**config.mk**
```make
export PLATFORM = sky130hd
export DESIGN_NAME = wb_arb_2m
export DESIGN_NICKNAME = d
export VERILOG_FILES = /design/src/rtl/wb_arb_pkg.sv /design/src/rtl/wb_arb_wdog.sv /design/src/rtl/wb_arb_2m.sv
export SDC_FILE = /design/constraint.sdc
export NUM_CORES = 1
export LEC_CHECK = 0
export ABC_CLOCK_PERIOD_IN_PS = 3060
export CAP_MARGIN = 10
export CELL_PAD_IN_SITES_DETAIL_PLACEMENT = 0
export CELL_PAD_IN_SITES_GLOBAL_PLACEMENT = 2
export CORE_AREA = 2 2 120 209
export CTS_CLUSTER_SIZE = 30
export DETAILED_ROUTE_END_ITERATION = 7
export DIE_AREA = 0 0 122 211
export PLACE_DENSITY_LB_ADDON = 0.12
export SLEW_MARGIN = 20
export SYNTH_ARGS = -nofsm -noshare
export SYNTH_HDL_FRONTEND = slang
export SYNTH_SLANG_ARGS = --single-unit
export TNS_END_PERCENT = 1
```
**constraint.sdc**
```tcl
create_clock -name wb_clk_i -period 3.06 [get_ports wb_clk_i]
set_input_delay 0.612 -clock wb_clk_i [delete_from_list [all_inputs] [get_ports wb_clk_i]]
set_output_delay 0.612 -clock wb_clk_i [all_outputs]
set_load 0.01 [all_outputs]
```
**src/rtl/wb_arb_pkg.sv**
```systemverilog
// Shared types and constants for the two-master Wishbone arbiter.
// Holds the FSM state encoding, Wishbone cycle-type codes and the watchdog default.
package wb_arb_pkg;

    // Encoding doubles as the one-hot grant vector.
    typedef enum logic [1:0] {
        ST_IDLE = 2'b00,
        ST_OWN0 = 2'b01,
        ST_OWN1 = 2'b10
    } arb_state_e;

    localparam logic [2:0] CTI_CLASSIC = 3'b000;
    localparam logic [2:0] CTI_INCR    = 3'b010;
    localparam logic [2:0] CTI_EOB     = 3'b111;

    localparam int TMO_CYC_DEF = 256;

    function automatic logic [1:0] gnt_of(input arb_state_e st);
        logic [1:0] g;
        case (st)
            ST_OWN0: g = 2'b01;
            ST_OWN1: g = 2'b10;
            default: g = 2'b00;
        endcase
        return g;
    endfunction

endpackage

```
**src/rtl/wb_arb_wdog.sv**
```systemverilog
// Stall watchdog: counts strobed cycles without an acknowledge and
// flags a one-cycle expiry once the configured limit is reached.
module wb_arb_wdog #(
    parameter int TMO_CYC = wb_arb_pkg::TMO_CYC_DEF
) (
    input  logic i_clk,
    input  logic i_rst_n,
    input  logic i_stb,
    input  logic i_ack,
    input  logic i_clr,
    output logic o_expire
);
    localparam logic [15:0] LIMIT = 16'(TMO_CYC - 1);

    logic [15:0] r_cnt;
    logic        r_expire;

    // Stall counter and registered expiry pulse; an ack on the limit cycle wins.
    always_ff @(posedge i_clk or negedge i_rst_n) begin
        if (!i_rst_n) begin
            r_cnt    <= 16'd0;
            r_expire <= 1'b0;
        end else if (i_clr || i_ack || !i_stb) begin
            r_cnt    <= 16'd0;
            r_expire <= 1'b0;
        end else if (r_cnt == LIMIT) begin
            r_cnt    <= 16'd0;
            r_expire <= 1'b1;
        end else begin
            r_cnt    <= r_cnt + 16'd1;
            r_expire <= 1'b0;
        end
    end

    assign o_expire = r_expire;

endmodule

```
**src/rtl/wb_arb_2m.sv**
```systemverilog
// Two-master round-robin Wishbone arbiter in front of a single slave port,
// with a per-transfer stall watchdog that returns err to the owning master.
module wb_arb_2m #(
    parameter int AW      = 32,
    parameter int DW      = 32,
    parameter int TMO_CYC = wb_arb_pkg::TMO_CYC_DEF
) (
    input  logic            wb_clk_i,
    input  logic            RESETN,
    input  logic            m0_cyc_i,
    input  logic            m0_stb_i,
    input  logic            m0_we_i,
    input  logic [AW-1:0]   m0_addr_i,
    input  logic [DW-1:0]   m0_dat_i,
    input  logic [DW/8-1:0] m0_sel_i,
    input  logic [2:0]      m0_cti_i,
    output logic [DW-1:0]   m0_dat_o,
    output logic            m0_ack_o,
    output logic            m0_err_o,
    input  logic            m1_cyc_i,
    input  logic            m1_stb_i,
    input  logic            m1_we_i,
    input  logic [AW-1:0]   m1_addr_i,
    input  logic [DW-1:0]   m1_dat_i,
    input  logic [DW/8-1:0] m1_sel_i,
    input  logic [2:0]      m1_cti_i,
    output logic [DW-1:0]   m1_dat_o,
    output logic            m1_ack_o,
    output logic            m1_err_o,
    output logic            s_cyc_o,
    output logic            s_stb_o,
    output logic            s_we_o,
    output logic [AW-1:0]   s_addr_o,
    output logic [DW-1:0]   s_dat_o,
    output logic [DW/8-1:0] s_sel_o,
    output logic [2:0]      s_cti_o,
    input  logic [DW-1:0]   s_dat_i,
    input  logic            s_ack_i,
    output logic [1:0]      gnt_o
);
    import wb_arb_pkg::*;

    arb_state_e r_state;
    arb_state_e w_state_nxt;
    logic       r_last_m1;
    logic       w_last_m1_nxt;
    logic       w_expire;
    logic       w_clr;

    // State and round-robin pointer; pointer resets as "m1 served last" so m0 wins first.
    always_ff @(posedge wb_clk_i or negedge RESETN) begin
        if (!RESETN) begin
            r_state   <= ST_IDLE;
            r_last_m1 <= 1'b1;
        end else begin
            r_state   <= w_state_nxt;
            r_last_m1 <= w_last_m1_nxt;
        end
    end

    // Next-state: grant from IDLE, hand over directly on release, no preemption.
    always_comb begin
        w_state_nxt   = r_state;
        w_last_m1_nxt = r_last_m1;
        case (r_state)
            ST_IDLE: begin
                if (m0_cyc_i && m1_cyc_i) begin
                    w_state_nxt = r_last_m1 ? ST_OWN0 : ST_OWN1;
                end else if (m0_cyc_i) begin
                    w_state_nxt = ST_OWN0;
                end else if (m1_cyc_i) begin
                    w_state_nxt = ST_OWN1;
                end else begin
                    w_state_nxt = ST_IDLE;
                end
            end
            ST_OWN0: begin
                if (!m0_cyc_i) begin
                    w_last_m1_nxt = 1'b0;
                    w_state_nxt   = m1_cyc_i ? ST_OWN1 : ST_IDLE;
                end else begin
                    w_state_nxt = ST_OWN0;
                end
            end
            ST_OWN1: begin
                if (!m1_cyc_i) begin
                    w_last_m1_nxt = 1'b1;
                    w_state_nxt   = m0_cyc_i ? ST_OWN0 : ST_IDLE;
                end else begin
                    w_state_nxt = ST_OWN1;
                end
            end
            default: begin
                w_state_nxt = ST_IDLE;
            end
        endcase
    end

    assign w_clr = (w_state_nxt != r_state);

    wb_arb_wdog #(
        .TMO_CYC (TMO_CYC)
    ) u_wdog (
        .i_clk    (wb_clk_i),
        .i_rst_n  (RESETN),
        .i_stb    (s_stb_o),
        .i_ack    (s_ack_i),
        .i_clr    (w_clr),
        .o_expire (w_expire)
    );

    // Output mux; err is masked by ack so the two can never coincide.
    always_comb begin
        s_cyc_o  = 1'b0;
        s_stb_o  = 1'b0;
        s_we_o   = 1'b0;
        s_addr_o = {AW{1'b0}};
        s_dat_o  = {DW{1'b0}};
        s_sel_o  = {(DW/8){1'b0}};
        s_cti_o  = 3'b000;
        m0_ack_o = 1'b0;
        m0_err_o = 1'b0;
        m1_ack_o = 1'b0;
        m1_err_o = 1'b0;
        case (r_state)
            ST_OWN0: begin
                s_cyc_o  = m0_cyc_i;
                s_stb_o  = m0_stb_i & ~w_expire;
                s_we_o   = m0_we_i;
                s_addr_o = m0_addr_i;
                s_dat_o  = m0_dat_i;
                s_sel_o  = m0_sel_i;
                s_cti_o  = m0_cti_i;
                m0_ack_o = s_ack_i;
                m0_err_o = w_expire & ~s_ack_i;
            end
            ST_OWN1: begin
                s_cyc_o  = m1_cyc_i;
                s_stb_o  = m1_stb_i & ~w_expire;
                s_we_o   = m1_we_i;
                s_addr_o = m1_addr_i;
                s_dat_o  = m1_dat_i;
                s_sel_o  = m1_sel_i;
                s_cti_o  = m1_cti_i;
                m1_ack_o = s_ack_i;
                m1_err_o = w_expire & ~s_ack_i;
            end
            default: begin
                s_cyc_o = 1'b0;
            end
        endcase
    end

    assign m0_dat_o = s_dat_i;
    assign m1_dat_o = s_dat_i;
    assign gnt_o    = gnt_of(r_state);

endmodule

```
==> metrics.yaml, run 1 <==
timing:
  slew_violations: 0
  period_minus_slack_ps: 2950
  setup_ws_ps: 113
  setup_viol: 0
  max_freq_mhz: 339
  tns_ps: 0
  hold_viol_final: 0
  max_slew.worst_pin.slew_ps: 784
  slew_headroom: 0.476
  finClkSkew_ps: 5.57
  whs_ps: 544
  period_share: 0.963
  rsz0062_at_grt: "false"
worst_setup_path:
  cp-start-kind: "flip-flop"
  crit_required_ps: 2450
  r2r_slack_ps: 370
  cp_num_buf_inv: 3
  crit_type: "reg -> out"
  reg2reg_depth: 7
  arrival_ps: 2330
  cp_cell_sequence: "inv_1 -> ha_2 -> buf_12 -> nor3b_2 -> clkdlybuf4s50_1"
  r2r_end: "u_wdog.r_cnt[4]"
  setup.worst_path.end_class: "output port"
  crit_fanout: 37
  slowest_delay_ps: 590
  crit_family: "buffers and inverters"
  crit_cells: 5
  reg2reg_from: "r_state[1]"
  crit_start: "r_state[1]"
  crit_slowest_cell: "clkdlybuf4s50_1"
route:
  drc: 0
  routedWlPerCell_um: 18.8
  ant_nets: 0
  drtIter0Drc: 84
  vias: 3212
  routed_wl_mm: 15.4
  vias_per_cell: 3.91
  drtPass1Iterations: 4
logic_synthesis:
  ys_warn_count: 0
  ys_seq_area_frac: 0.176
  syn_area_per_cell_um2: 7.96
  syn-num-nets: 547
  syn_inst: 358
  ys_types: 37
  syn_area_um2: 2850
  synth_seq_cells: 20
power:
  vdd_ir_drop_max_v: 0.000232
  leakage_uw: 0.00174
  seq_power_share: 0.099
  pwr-share-comb: 0.818
  switchingPower_uw: 1420
  internal-power_uw: 1940
  p_clk_frac: 0.083
  p_per_area_nw_per_um2: 640
  switching_share: 0.423
floorplan:
  die_w_um: 122
  die_h_um: 211
  std_cell_rows: 75
  io-pin-count: 327
  dieArea_um2: 25700
  initial_core_util: 0.119
  coreArea_um2: 23900
cells_and_area:
  final_nets: 703
  fin_util: 0.219
  layoutNonFillerInstCount: 822
  area_delta_synth_final_pct: 84.3
  drive_gt1_frac: 0.0799
  fillCellCount: 2624
job:
  drv_cap: 0
grt:
  overflow: 0
  antenna_found_initial: 4
  grt_pass1_wl_mm: 20.7
  grt_start_max_net_pins: 52
  grt_pass1_vias: 3182
  grt_use_total: 0.106
cts:
  cts_tree: "done"
  numCtsBuffers: 3
  clk_latency_ps: 260
  clk_pin_slew_worst_paths_ps: 50
  cts_setup_buffers: 0
  cts_buffer_depth: 2
  clockRootBuffer: "clkbuf_16"
  h-tree-depth: 1
  clock-sinks: 20
min_path:
  hp-class: "reg -> reg"
  worstHoldEndpoint: "r_last_m1"
  worstHoldStart: "r_last_m1"
  worstHoldPathCells: 2
status:
  status: "complete, no violations"
place:
  pre_cts_slack_ps: 158
  dp_hpwl_mm: 12.2
  place_congestion: 0.723
  dpl.cell_count: 816
  numPortBuffers: 230
[worst max path at each step]
stage,slack (ps),endpoint
finish,110,s_stb_o
CTS,-6,s_addr_o[29]
detailed placement,160,s_stb_o
global placement,30,u_wdog.r_cnt[0]
global route,10,s_dat_o[8]
floorplan,730,s_addr_o[0]
[worst register-to-register path: cells and delay by family, from the launching register on]
kind	cells	cell delay, ps
buffers and inverters	2	320
adders and majority gates	1	400
AOI/OAI and AO/OA	2	680
DFF	1	470
and+or+nand+nor	2	730
[cells in the mapped netlist]
cell	number	share of area
nor2b_1	75	0.16
a22oi_1	73	0.19
buf_4	66	0.17
clkbuf_1	24	0.032
dfrtp_1	19	0.17
nand2_1	12	0.016
a21oi_2	10	0.031
a21oi_1	9	0.016
xor2_1	8	0.025
ha_1	6	0.026
nand3_1	6	0.011
xnor2_1	6	0.018
inv_1	5	0.0066
and2_1	4	0.0088
nor2_1	4	0.0053
and3_1	3	0.0066
nor3_1	3	0.0053
nor4_1	3	0.0066
and3b_1	2	0.0061
buf_6	2	0.0079
mux2i_1	2	0.0070
a2111oi_4	1	0.0097
a211o_1	1	0.0031
a211oi_2	1	0.0044
a41oi_2	1	0.0057
and4_1	1	0.0031
dfstp_2	1	0.0092
nand2b_1	1	0.0022
nand3b_1	1	0.0026
nand4_1	1	0.0022
nor3b_1	1	0.0026
nor4b_2	1	0.0053
o2111a_1	1	0.0040
o211ai_1	1	0.0026
o211ai_2	1	0.0044
or2_2	1	0.0022
or4b_4	1	0.0048
[stage by stage]
| step | area, µm² | total power (µW) |
|---|---|---|
| after floorplan | 2850 | 1740 |
| after detailed placement | 5110 | 3110 |
| after CTS | 5200 | 3390 |
| final | 5250 | 3360 |
| after global placement | 5100 | 3090 |
| after global routing | 5250 | 3600 |
[state kept, by name, summed over array words and instances (netlist names)]
signal           cells
r_state              2
r_last_m1            1
u_wdog.r_cnt        16
u_wdog.o_expire      1
[what timing repair did]
action                                 4_1_cts  5_1_grt
setup endpoints to repair                    2       31
resized for setup                            1        6
hold buffers                                 0        0
gates cloned                                 0        1
endpoints found under the hold margin        0        0
[layout make-up]
| type | instances | area [µm²] | share of cell area |
|---|---|---|---|
| timing repair buffer | 243 | 2490 | 0.475 |
| multi-input combinational | 241 | 1770 | 0.337 |
| sequential | 20 | 503 | 0.0958 |
| tap | 308 | 385 | 0.0734 |
| clock buffer | 4 | 78.8 | 0.0150 |
| inverter | 5 | 18.8 | 0.00357 |
| antenna | 1 | 2.50 | 0.000477 |
[layout by cell type, fill, tap and decap left out, types with 3 or more instances in the layout]
master / n
xnor2_1: 6
xor2_1: 8
and2_1: 4
nor4_1: 3
nor3_1: 3
dfrtp_1: 18
buf_12: 6
inv_1: 4
clkbuf_16: 4
nand2_1: 12
ha_1: 3
a21oi_1: 9
clkdlybuf4s50_1: 229
nor2b_1: 74
a22oi_1: 73
a21oi_2: 10
nor2_1: 4
and3_1: 3
buf_4: 6
nand3_1: 6
[power groups by stage]
| stage | registers [µW] | clock network [µW] | logic (µW) |
|---|---|---|---|
| after floorplan | 320 | 0 | 1420 |
| final | 334 | 279 | 2750 |
| after global routing | 338 | 295 | 2970 |
| after CTS | 328 | 287 | 2770 |
| after global placement | 330 | 0 | 2760 |
| after detailed placement | 332 | 0 | 2770 |
[logic make-up after synthesis]
group	count (synthesis)	share of synthesized area
mux	2	0.00703
buf+inv	97	0.220
xor+xnor	14	0.0430
fa+ha+maj	6	0.0263
flops	20	0.176
compound gates	99	0.273
simple gates	120	0.255
[per-layer routing]
metal	share of wire	track usage	vias up	wire length (µm)
met3	0.11	0.0416	23	1720
li1	-	-	1508	-
met5	0.0026	0	-	40
met2	0.50	0.195	173	7800
met1	0.37	0.116	1502	5740
met4	0.010	0.0178	6	154
Power figures use the tool's default switching activity.
==> inputs of run 2 (changes only) <==
CTS_BUF_LIST = sky130_fd_sc_hd__clkbuf_4 sky130_fd_sc_hd__clkbuf_8 sky130_fd_sc_hd__clkbuf_16   (was not set)
SLEW_MARGIN = not set   (was 20)
==> run 2 against run 1 <==
  * Cell area down 0.26%
  * Clock skew is essentially flat
  * Critical endpoint is now s_cti_o[0]
  * Die area stayed put
  * Via count down 1.5%
  * Clock-buffer cell count stayed put
  * Highest routed layer is now met4
  * Setup slack got worse by 21 ps
  * Sequential cell count unchanged
  * Sequential share of layout area barely moved
  * Clock power is 1% higher
  * Global-route usage decreased by 0.14 points
  * Final cell count is the same
  * Worst hold slack gained 11 ps
==> metrics.yaml, run 2 (synthesized netlist as in run 1, its figures left out) <==
status:
  status: "complete, no violations"
cts:
  clk_pin_slew_worst_paths_ps: 50  # about the same
  h-tree-depth: 1  # unchanged
  clock-sinks: 20  # unchanged
  cts_buffer_depth: 2  # unchanged
  numCtsBuffers: 3  # unchanged
  post_cts_resized: 1  # unchanged
  cts_tree: "done"
  clk_latency_ps: 250  # about the same
  clockRootBuffer: "clkbuf_16"
  cts_setup_buffers: 0  # unchanged
  hold_buffers: 0  # unchanged
worst_setup_path:
  arrival_ps: 2360  # +30 ps
  r2r_slack_ps: 380  # about the same
  crit_required_ps: 2450  # about the same
  setup.worst_path.end_class: "output port"
  r2r_end: "u_wdog.o_expire"
  reg2reg_depth: 8  # +1
  cp-start-kind: "flip-flop"
  crit_fanout: 39  # +5.4%
  crit_path_end: "s_cti_o[0]"
  reg2reg_from: "r_state[0]"
  crit_start: "r_state[0]"
  crit_type: "reg -> out"
power:
  switchingPower_uw: 1400  # -1.4%
  seq_power_share: 0.099  # about the same
  internal-power_uw: 1910  # -1.7%
  leakage_uw: 0.00187  # +7.4%
  p_clk_frac: 0.086  # +0.003
  switching_share: 0.424  # +0.000749
  vdd_ir_drop_max_v: 0.000403  # +73%
  pwr-share-comb: 0.815  # -0.003
  p_per_area_nw_per_um2: 632  # -1.3%
cells_and_area:
  final_common_cell: "clkdlybuf4s50_1"
  multiInputGateArea_um2: 1750  # -0.85%
  regMostFlops: "u_wdog.r_cnt"
  final_nets: 702  # -0.14%
  largest_register_ffs: 16  # unchanged
  drive_gt1_frac: 0.0801  # +0.000156
  area_delta_synth_final_pct: 83.8
  seqCellArea_um2: 503  # unchanged
  fillCellCount: 2621  # -0.11%
  mostFrequentLayoutCells: "clkdlybuf4s50_1, nor2b_1, a22oi_1"
  largest_registers: "u_wdog.r_cnt x16, r_state x2"
place:
  numPortBuffers: 230  # unchanged
  place_congestion: 0.723  # unchanged
  pre_cts_slack_ps: -41.5  # -200 ps
  dp_hpwl_mm: 12.1  # -1.2%
timing:
  setup_ws_ps: 92.3  # -20.9 ps
  slew_headroom: 0.481  # +0.00524
  hold_viol_final: 0  # unchanged
  rsz0062_at_grt: "true"
  finClkSkew_ps: 5.14  # -0.430 ps
  setup_viol: 0  # unchanged
  max_slew.worst_pin.slew_ps: 776  # -7.84 ps
  max_freq_mhz: 337  # -0.70%
  period_minus_slack_ps: 2970  # +20.9 ps
  whs_ps: 555  # +11.1 ps
  slew_violations: 0  # unchanged
  period_share: 0.970  # +0.00683
min_path:
  hp-class: "reg -> reg"
route:
  ant_nets: 0  # unchanged
  vias: 3163  # -1.5%
  vias_per_cell: 3.85  # -1.5%
  drc: 0  # unchanged
  routed_wl_mm: 15.1  # -2.2%
  routedWlPerCell_um: 18.4  # -2.2%
  drtPass1Iterations: 4  # unchanged
  drtIter0Drc: 88  # +4.8%
floorplan:
  coreArea_um2: 23900  # unchanged
  dieArea_um2: 25700  # unchanged
  die_h_um: 211  # unchanged
  die_w_um: 122  # unchanged
  io-pin-count: 327  # unchanged
  std_cell_rows: 75  # unchanged
  initial_core_util: 0.119  # unchanged
grt:
  grt_use_total: 0.105  # -0.00140
  grt_start_max_net_pins: 52  # unchanged
  overflow: 0  # unchanged
  antenna_found_initial: 2  # -2
  grt_pass1_wl_mm: 20.4  # -1.2%
  grt_pass1_vias: 3129  # -1.7%
job:
  drv_cap: 0  # unchanged
[run 2: cell count changes in the layout (fill, tap and decap cells not counted)]
cell / previous run / this run
clkbuf_1: 1 / 0
a22oi_2: 0 / 1
ha_4: 2 / 0
clkdlybuf4s50_1: 229 / 221
a22oi_1: 73 / 72
dlymetal6s2s_1: 1 / 9
diode_2: 1 / 2
inv_1: 4 / 5
ha_2: 1 / 3
inv_2: 1 / 0
clkbuf_4: 0 / 1
clkbuf_16: 4 / 3
[run 2: power groups by stage]
stage               registers [µW]  logic (µW)  clock network, µW
global placement               330        2760                  0
detailed placement             329        2760                  0
CTS                            325        2770                295
finish                         327        2700                283
floorplan                      320        1420                  0
global route                   332        2910                308
[run 2: layout make-up]
cell class,instances,share of cell area
multi-input cells,241,0.335
repair buffers,242,0.476
well taps,308,0.0736
inverters,5,0.00358
diodes,2,0.000956
clock buffers,4,0.0158
flip-flops and latches,20,0.0961
[run 2: critical path, cell delays in order, from the launching register on]
cell and delay [ps]:
dfrtp_1 440, inv_1 150, ha_2 280, buf_12 170
buf_12 220, a22oi_1 140, nor2b_1 120, clkdlybuf4s50_1 570
[run 2: through the flow]
| step | utilization | instances | TNS, ps | cell area, µm² | total power, µW |
|---|---|---|---|---|---|
| final | 0.219 | 822 | 0 | 5240 | 3310 |
| after global routing | 0.219 | 821 | -239 | 5230 | 3550 |
| after CTS | 0.217 | 820 | 0 | 5190 | 3390 |
| after detailed placement | 0.213 | 816 | -214 | 5100 | 3090 |
| after global placement | 0.213 | 816 | 0 | 5100 | 3090 |
| after floorplan | - | 358 | 0 | 2850 | 1740 |
[run 2: worst min path at each step]
| stage | startpoint | to | slack, ps | cells past startpoint |
|---|---|---|---|---|
| 2_1_floorplan | RESETN | r_state[0] | 320 | 0 |
| 3_3_place_gp | r_last_m1 | r_last_m1 | 550 | 2 |
| 3_5_place_dp | r_last_m1 | r_last_m1 | 550 | 2 |
| 4_1_cts | r_last_m1 | r_last_m1 | 560 | 2 |
| 5_1_grt | r_last_m1 | r_last_m1 | 600 | 2 |
| 6_report | r_last_m1 | r_last_m1 | 560 | 2 |
[run 2: routing by layer]
metal,routed length [µm],up-vias,global-route usage
met1,5660,1469,0.116
met2,7710,172,0.192
met5,0,-,0
li1,-,1505,-
met3,1560,17,0.0370
met4,167,0,0.0186
==> inputs of run 3 (changes only) <==
ABC_AREA = 1   (was not set)
CORE_AREA = 2 2 122 213   (was 2 2 120 209)
DIE_AREA = 0 0 124 215   (was 0 0 122 211)
TNS_END_PERCENT = not set   (was 1)
==> run 3 against run 2 <==
  * Register-to-register slack better by 470 ps
  * Die area is 3.6% higher
  * Via count is 8.9% higher
  * Worst hold slack worse by 13 ps
==> metrics.yaml, run 3 <==
status:
  status: "complete, no violations"
cts:
  clockRootBuffer: "clkbuf_16"
  clk_pin_slew_worst_paths_ps: 60  # about the same
  h-tree-depth: 1  # unchanged
  clk_latency_ps: 250  # about the same
  numCtsBuffers: 3  # unchanged
  cts_buffer_depth: 2  # unchanged
  clock-sinks: 20  # unchanged
  cts_tree: "done"
  cts_setup_buffers: 0  # unchanged
worst_setup_path:
  reg2reg_depth: 12  # +4
  crit_type: "reg -> out"
  cp-start-kind: "flip-flop"
  r2r_end: "u_wdog.r_cnt[15]"
  crit_required_ps: 2450  # about the same
  crit_fanout: 24  # -38%
  r2r_slack_ps: 850  # +470 ps
  arrival_ps: 2280  # -80 ps
  reg2reg_from: "r_state[0]"
  setup.worst_path.end_class: "output port"
min_path:
  worstHoldStart: "u_wdog.r_cnt[0]"
  hp-class: "reg -> reg"
  worstHoldEndpoint: "u_wdog.r_cnt[0]"
  worstHoldPathCells: 3  # +1
cells_and_area:
  final_common_cell: "clkdlybuf4s50_1"
  antenna_cells: 0  # -2
  largest_register_ffs: 16  # unchanged
  regMostFlops: "u_wdog.r_cnt"
  final_nets: 810  # +15%
  drive_gt1_frac: 0.0516  # -0.0285
  largest_registers: "u_wdog.r_cnt x16, r_state x2"
  mostFrequentLayoutCells: "clkdlybuf4s50_1, nand2_1, a21oi_1"
  area_delta_synth_final_pct: 86.5
  fillCellCount: 2871  # +9.5%
logic_synthesis:
  async_flop_share: 1.00  # unchanged
  synth_seq_cells: 20  # unchanged
  ys.flop_type: "dfrtp_1"
  synth_top_area_frac: 0.253  # +0.0606
  syn_inst: 467  # +30%
  ys_types: 27  # -27%
  syn_area_per_cell_um2: 5.81  # -27%
  ys_top_cells_by_area: "nand2_1, buf_4, dfrtp_1, a21oi_1, inv_1"
  yosysMostFrequentCell: "nand2_1"
  syn-num-nets: 656  # +20%
  syn_area_um2: 2720  # -4.7%
  synth.cells.most_frequent: "nand2_1, a21oi_1, buf_4"
  synth_top_area_cell: "nand2_1"
  ys_warn_count: 0  # unchanged
  synth_edf_count: 0  # unchanged
  ys_seq_area_frac: 0.185  # +0.00868
route:
  drtPass1Iterations: 7  # +3
  drtIter0Drc: 79  # -10%
  vias: 3443  # +8.9%
  drc: 0  # unchanged
  ant_nets: 0  # unchanged
  routed_wl_mm: 15.3  # +1.6%
  vias_per_cell: 3.68  # -4.4%
  routedWlPerCell_um: 16.4  # -11%
grt:
  grt_use_total: 0.104  # -0.00135
  grt_pass1_vias: 3449  # +10%
  overflow: 0  # unchanged
  antenna_found_initial: 1  # -1
  grt_pass1_wl_mm: 20.9  # +2.6%
  grt_start_max_net_pins: 49  # -5.8%
timing:
  setup_viol: 0  # unchanged
  slew_violations: 0  # unchanged
  hold_viol_final: 0  # unchanged
  max_slew.worst_pin.slew_ps: 491  # -285 ps
  setup_ws_ps: 166  # +74.2 ps
  rsz0062_at_grt: "false"
  period_share: 0.946  # -0.0242
  tns_ps: 0  # unchanged
  slew_headroom: 0.671  # +0.190
  max_freq_mhz: 346  # +2.6%
  period_minus_slack_ps: 2890  # -74.2 ps
  finClkSkew_ps: 2.16  # -2.98 ps
floorplan:
  initial_core_util: 0.108  # -0.0107
  io-pin-count: 327  # unchanged
  coreArea_um2: 25000  # +4.7%
  dieArea_um2: 26700  # +3.6%
  die_h_um: 215  # +1.9%
  die_w_um: 124  # +1.6%
  std_cell_rows: 77  # +2.7%
power:
  internal-power_uw: 1650  # -13%
  vdd_ir_drop_max_v: 0.000387  # -3.8%
  p_per_area_nw_per_um2: 616  # -2.4%
  switchingPower_uw: 1470  # +4.7%
  switching_share: 0.470  # +0.0466
  p_clk_frac: 0.097  # +0.011
  seq_power_share: 0.099  # about the same
  pwr-share-comb: 0.804  # -0.011
  finalPower_uw: 3120  # -5.7%
  leakage_uw: 0.00181  # -3.4%
place:
  place_congestion: 0.748  # +3.5%
  pre_cts_slack_ps: 358  # +400 ps
  numPortBuffers: 230  # unchanged
  dp_hpwl_mm: 12.1  # about the same
job:
  drv_cap: 0  # unchanged
-- run 3: timing repair --
item,in CTS,in global routing
resized for setup,0,2
setup endpoints to repair,0,4
hold buffers,0,0
-- run 3: per-layer routing --
layer	track usage	part of all wire	wire length, µm
met3	0.0284	0.10	1550
met4	0.0180	0.016	247
met2	0.216	0.56	8570
met5	0	0.00085	13
met1	0.0954	0.32	4970
-- run 3: cell type report --
type / count / area [µm²] / area share
clock buffers: 4 / 88.8 / 0.0175
inverters: 24 / 90.1 / 0.0178
multi-input cells: 333 / 1540 / 0.304
flip-flops and latches: 20 / 502 / 0.0991
well taps: 316 / 395 / 0.0781
repair buffers: 239 / 2450 / 0.484
-- run 3: worst max path at each step --
stage                from      endpoint  slack [ps]  cells after the start
2_1_floorplan  r_state[0]  s_addr_o[10]         930                      7
3_3_place_gp     m1_cyc_i       s_cyc_o         380                      4
3_5_place_dp     m1_cyc_i       s_cyc_o         360                      4
4_1_cts        r_state[0]  s_addr_o[15]          80                      6
5_1_grt        r_state[1]    s_sel_o[0]           5                      7
6_report       r_state[1]  s_addr_o[16]         170                      7
-- run 3: cells by family after synthesis --
kind of cell | synth area share
AO/OA/AOI/OAI | 0.149
buffers and inverters | 0.254
adder cells (fa/ha/maj) | 0.0276
AND/OR/NAND/NOR | 0.356
flip-flops | 0.185
XOR/XNOR | 0.0290
-- run 3: worst max-delay path, cell delays in order, from the launching register on --
cell and delay [ps]:
dfrtp_1 410, inv_1 140, ha_2 290, buf_12 200, buf_4 190, nand2_1 60, a21oi_1 140, clkdlybuf4s50_1 590
-- run 3: power by group through the flow --
stage | combinational [µW] | clock (µW) | sequential (µW)
floorplan | 1200 | 0 | 308
global placement | 2540 | 0 | 312
detailed placement | 2530 | 0 | 313
CTS | 2540 | 313 | 308
global route | 2770 | 325 | 311
finish | 2510 | 303 | 308
-- run 3: through the flow --
step / instances / hold WS, ps / util / cell area [µm²]
floorplan: 467 / 316 / - / 2720
global placement: 931 / 525 / 0.197 / 4940
detailed placement: 931 / 540 / 0.197 / 4940
CTS: 935 / 551 / 0.201 / 5030
global route: 936 / 575 / 0.202 / 5060
finish: 936 / 542 / 0.202 / 5060
==> variant 1, RTL diff (settings of run 2) <==
Set the parameter `AW` to 48 (it was 32).
--- a/src/rtl/wb_arb_2m.sv
+++ b/src/rtl/wb_arb_2m.sv
@@ -2,5 +2,5 @@
 // with a per-transfer stall watchdog that returns err to the owning master.
 module wb_arb_2m #(
-    parameter int AW      = 32,
+    parameter int AW      = 48,
     parameter int DW      = 32,
     parameter int TMO_CYC = wb_arb_pkg::TMO_CYC_DEF
Ports: changed (resized m0_addr_i, m1_addr_i and s_addr_o); port bits go from 327 to 375. No check against the original RTL was run, so the function may have changed too.
==> variant 1 against run 2 <==
Routed wire length grew 20%. Total power grew 28%. Final area up 13%. Highest routed layer is now met5. Worst setup slack worse by 0.025 ns. First-iteration DRC count shrank 1.1%. Sequential cell count stayed put. Combinational power rose by 34%. Sequential power decreased by 4%. Synthesized area rose by 6.0%.
==> variant 1: results (changes against run 2) <==
Cell Area, Placed 0.00581 mm^2 (+14%); WP data arrival 2.38 ns (+0.02 ns); largest net degree at the start of global routing 44 (-15%); Hold Crit Depth 1 (-1); Distinct cells, synth 38 (+2.7%); routed wl met2 8890 um (+15%); layout cells sized above 1 5.66% (-2.4 points); WL met3 1990 um (+27%); Non-Filler Instances 909 (+11%); Setup WS pre-CTS 0.197 ns (+0.239 ns); run status completed; commonest cells in the netlist nor2b_1, a22oi_1, buf_4; max incr delay on CP 0.62 ns (+0.05 ns); r2r endpoint u_wdog.r_cnt[8]; post-synthesis compound-gate area fraction 25.0% (-2.3 points); Detailed Place HPWL 14,800 um (+22%); adder-cell share of the synthesized area 2.49% (-0.15 points); synth top area cells a22oi_1, nor2b_1, buf_4, dfrtp_1, clkbuf_1; r2r startpoint r_state[1]; Net Count, Synth 617 (+13%); grt met2 use 23.7% (+4.5 points); Peak supply drop 0.379 mV (-5.9%); final net count 823 (+17%); end of the critical path s_stb_o; Placed Instances 904 (+11%); Placer Congestion 0.744 (+2.9%); Vias/cell 4.05 (+5.2%); Port Buf Inserts 278 (+21%); FF-to-FF setup slack 0.42 ns (+0.04 ns); hold endpoint u_wdog.r_cnt[0]; grt met1 use 14.9% (+3.2 points); post-synthesis mux area share 0.704% (+0.0015 points); Antenna Cells 0 (-2)
-- variant 1: cell count changes in the layout (fill, tap and decap cells not counted), sizes merged, moves of 3 or more --
cell	delta
clkdlybuf4s50	+57
nor3	+3
buf	+10
dlymetal6s2s	-9
nor2	+12
a22oi	+16
nand2	-8
a21oi	-17
nor2b	+15
-- variant 1: area by class of cell --
class | instances | area (um^2)
Fill cell | 2612 | 18000
Inverter | 6 | 22.5
Multi-Input combinational cell | 270 | 1890
Timing Repair Buffer | 301 | 3060
Tap cell | 308 | 385
Sequential cell | 20 | 502
Clock buffer | 4 | 82.6
-- variant 1: timing repair --
item,4_1_cts,5_1_grt
resized for setup,0,2
buffers inserted,0,0
hold buffers,0,0
setup endpoints to repair,8,61
hold endpoints to repair,0,0
gates cloned,1,0
-- variant 1: power breakdown --
part	internal [mW]	total (mW)	switching, mW
Combinational	1.95	3.62	1.67
Clock	0.186	0.284	0.0980
Sequential	0.288	0.314	0.0250
==> variant 2, RTL diff (flow settings as in run 2) <==
Made on the original files. Make the reset (`RESETN` and `i_rst_n`) synchronous in 2 clocked blocks.
--- a/src/rtl/wb_arb_wdog.sv
+++ b/src/rtl/wb_arb_wdog.sv
@@ -17,5 +17,5 @@
 
     // Stall counter and registered expiry pulse; an ack on the limit cycle wins.
-    always_ff @(posedge i_clk or negedge i_rst_n) begin
+    always_ff @(posedge i_clk) begin
         if (!i_rst_n) begin
             r_cnt    <= 16'd0;
--- a/src/rtl/wb_arb_2m.sv
+++ b/src/rtl/wb_arb_2m.sv
@@ -49,5 +49,5 @@
 
     // State and round-robin pointer; pointer resets as "m1 served last" so m0 wins first.
-    always_ff @(posedge wb_clk_i or negedge RESETN) begin
+    always_ff @(posedge wb_clk_i) begin
         if (!RESETN) begin
             r_state   <= ST_IDLE;
Behaviour: differs if RESETN is asserted again (counterexample within 4 cycles, from zero or initial values and one cycle with RESETN low); with RESETN held inactive, the same outputs for 10 cycles.
==> variant 2 against run 2 <==
Synthesized cell count rose by 0.56%. Highest routed layer unchanged. Critical path type unchanged. Synthesized area down 5.9%. Routed wire length increased by 0.26%. Final area decreased by 2.9%. Count of clock-buffer cells in the layout shrank 1. Worst setup slack got worse by 0.0037 ns. Worst hold slack worse by 0.088 ns. Sequential cell count stayed put. Largest cell class unchanged.
Power is not compared: it rests on default switching activity, and its combinational part moved more than twofold at a synthesized area within 25%.
==> variant 2: results (changes against run 2) <==
run status completed; largest net degree at the start of global routing 36 (-31%); Avg WL per Cell 18.3 um (-0.47%); DR vias 3,159 (-0.13%); Post-Syn Instances 360 (+0.56%); Largest regs u_wdog.r_cnt x16, r_state x2; Setup Skew 0.00464 ns (-0.000498 ns); NetSw ~360 uW; Port Buf Inserts 230 (unchanged); vias in the first global route 3,361 (+7.4%); min-delay worst type reg -> reg; Layout fillers 2,653 (+1.2%); Leak around 1.6 nW; final hold slack 0.467 ns (-0.0881 ns); async set-reset flop share out of synthesis 0% (-100 points); DRT Pass-1 Iters 4 (unchanged); Placer Congestion 0.727 (+0.57%); H-tree depth 1 (unchanged); Crit path max-delay family buffers and inverters; WP data arrival 2.36 ns (about the same); # resized after CTS 3 (+2); Net Count, Synth 549 (+0.37%); Distinct cells, synth 39 (+5.4%); max_slew headroom 67.0% (+19 points); final net count 710 (+1.1%); max incr delay on CP 0.61 ns (+0.04 ns); Main synth FF type dfxtp_1; Cell Area, Placed 0.00493 mm^2 (-3.4%); Crit Path Max Fanout 14 (-64%); sequential-to-total area share from yosys stat 14.9% (-2.7 points); Detailed Place HPWL 12,500 um (+3.9%); Placed Instances 822 (+0.74%); Antenna Cells 0 (-2); FF-to-FF setup slack 0.59 ns (+0.21 ns); First DRT Iteration DRCs 95 (+8.0%); initial antenna violation count 0 (-2); Peak supply drop 0.148 mV; synth top area cells a22oi_1, buf_4, nor2b_1, dfxtp_1, clkbuf_1; layout cells sized above 1 6.35% (-1.7 points); commonest cells in the netlist nor2b_1, a22oi_1, buf_4; Total Wirelength 15,100 um (+0.26%); Clock Path Buffers 2 (unchanged); global-route wire length before repair 21,200 um (+4.0%); GRT Total Usage 10.9% (+0.43 points)
-- variant 2: cell count changes after synthesis, sizes merged, moves of 3 or more --
cell,before,now
a21oi,19,2
dfxtp,0,20
nor2,4,21
dfrtp,19,0
inv,5,2
-- variant 2: worst paths after layout --
kind              startpoint         endpoint  depth (start not counted)
max               r_state[1]      s_dat_o[23]                          6
min          u_wdog.r_cnt[0]  u_wdog.r_cnt[0]                          1
max reg2reg       r_state[1]  u_wdog.r_cnt[7]                          8
min reg2reg  u_wdog.r_cnt[0]  u_wdog.r_cnt[0]                          1
-- variant 2: power groups by stage --
stage	combinational (mW)	sequential, mW	clock, mW
final	0.640	0.271	0.362
after global routing	0.694	0.271	0.381
after CTS	0.652	0.270	0.378
after detailed placement	0.641	0.275	0
after global placement	0.639	0.275	0
after floorplan	0.333	0.274	0
-- variant 2: cell type report --
type / instances / share of cell area [%]
inverters: 2 / 0.148
clock buffers: 3 / 1.48
multi-input cells: 247 / 33.7
flip-flops and latches: 20 / 7.90
repair buffers: 247 / 48.6
clock inverters: 1 / 0.591
well taps: 308 / 7.58
-- variant 2: routing by layer --
layer  global-route usage, %  wire length, um
met4                    1.66              188
met3                    5.16             2020
met2                    20.6             7640
met5                       0                0
met1                    10.9             5290
-- variant 2: kinds of logic after synthesis --
family	after synthesis	synth area share, %
buffers and inverters	93	22.7
adders and majority gates	6	2.80
and+or+nand+nor	140	29.9
DFF	20	14.9
xor gates and xnor gates	14	4.57
muxes	1	0.560
AOI/OAI and AO/OA	86	24.6
-- variant 2: through the flow --
step	util (%)	worst slack [ns]
3_5_place_dp	20.6	0.222
5_1_grt	21.2	0.00158
6_report	21.2	0.0885
3_3_place_gp	20.6	0.279
2_1_floorplan	-	0.830
4_1_cts	21.2	0.0201
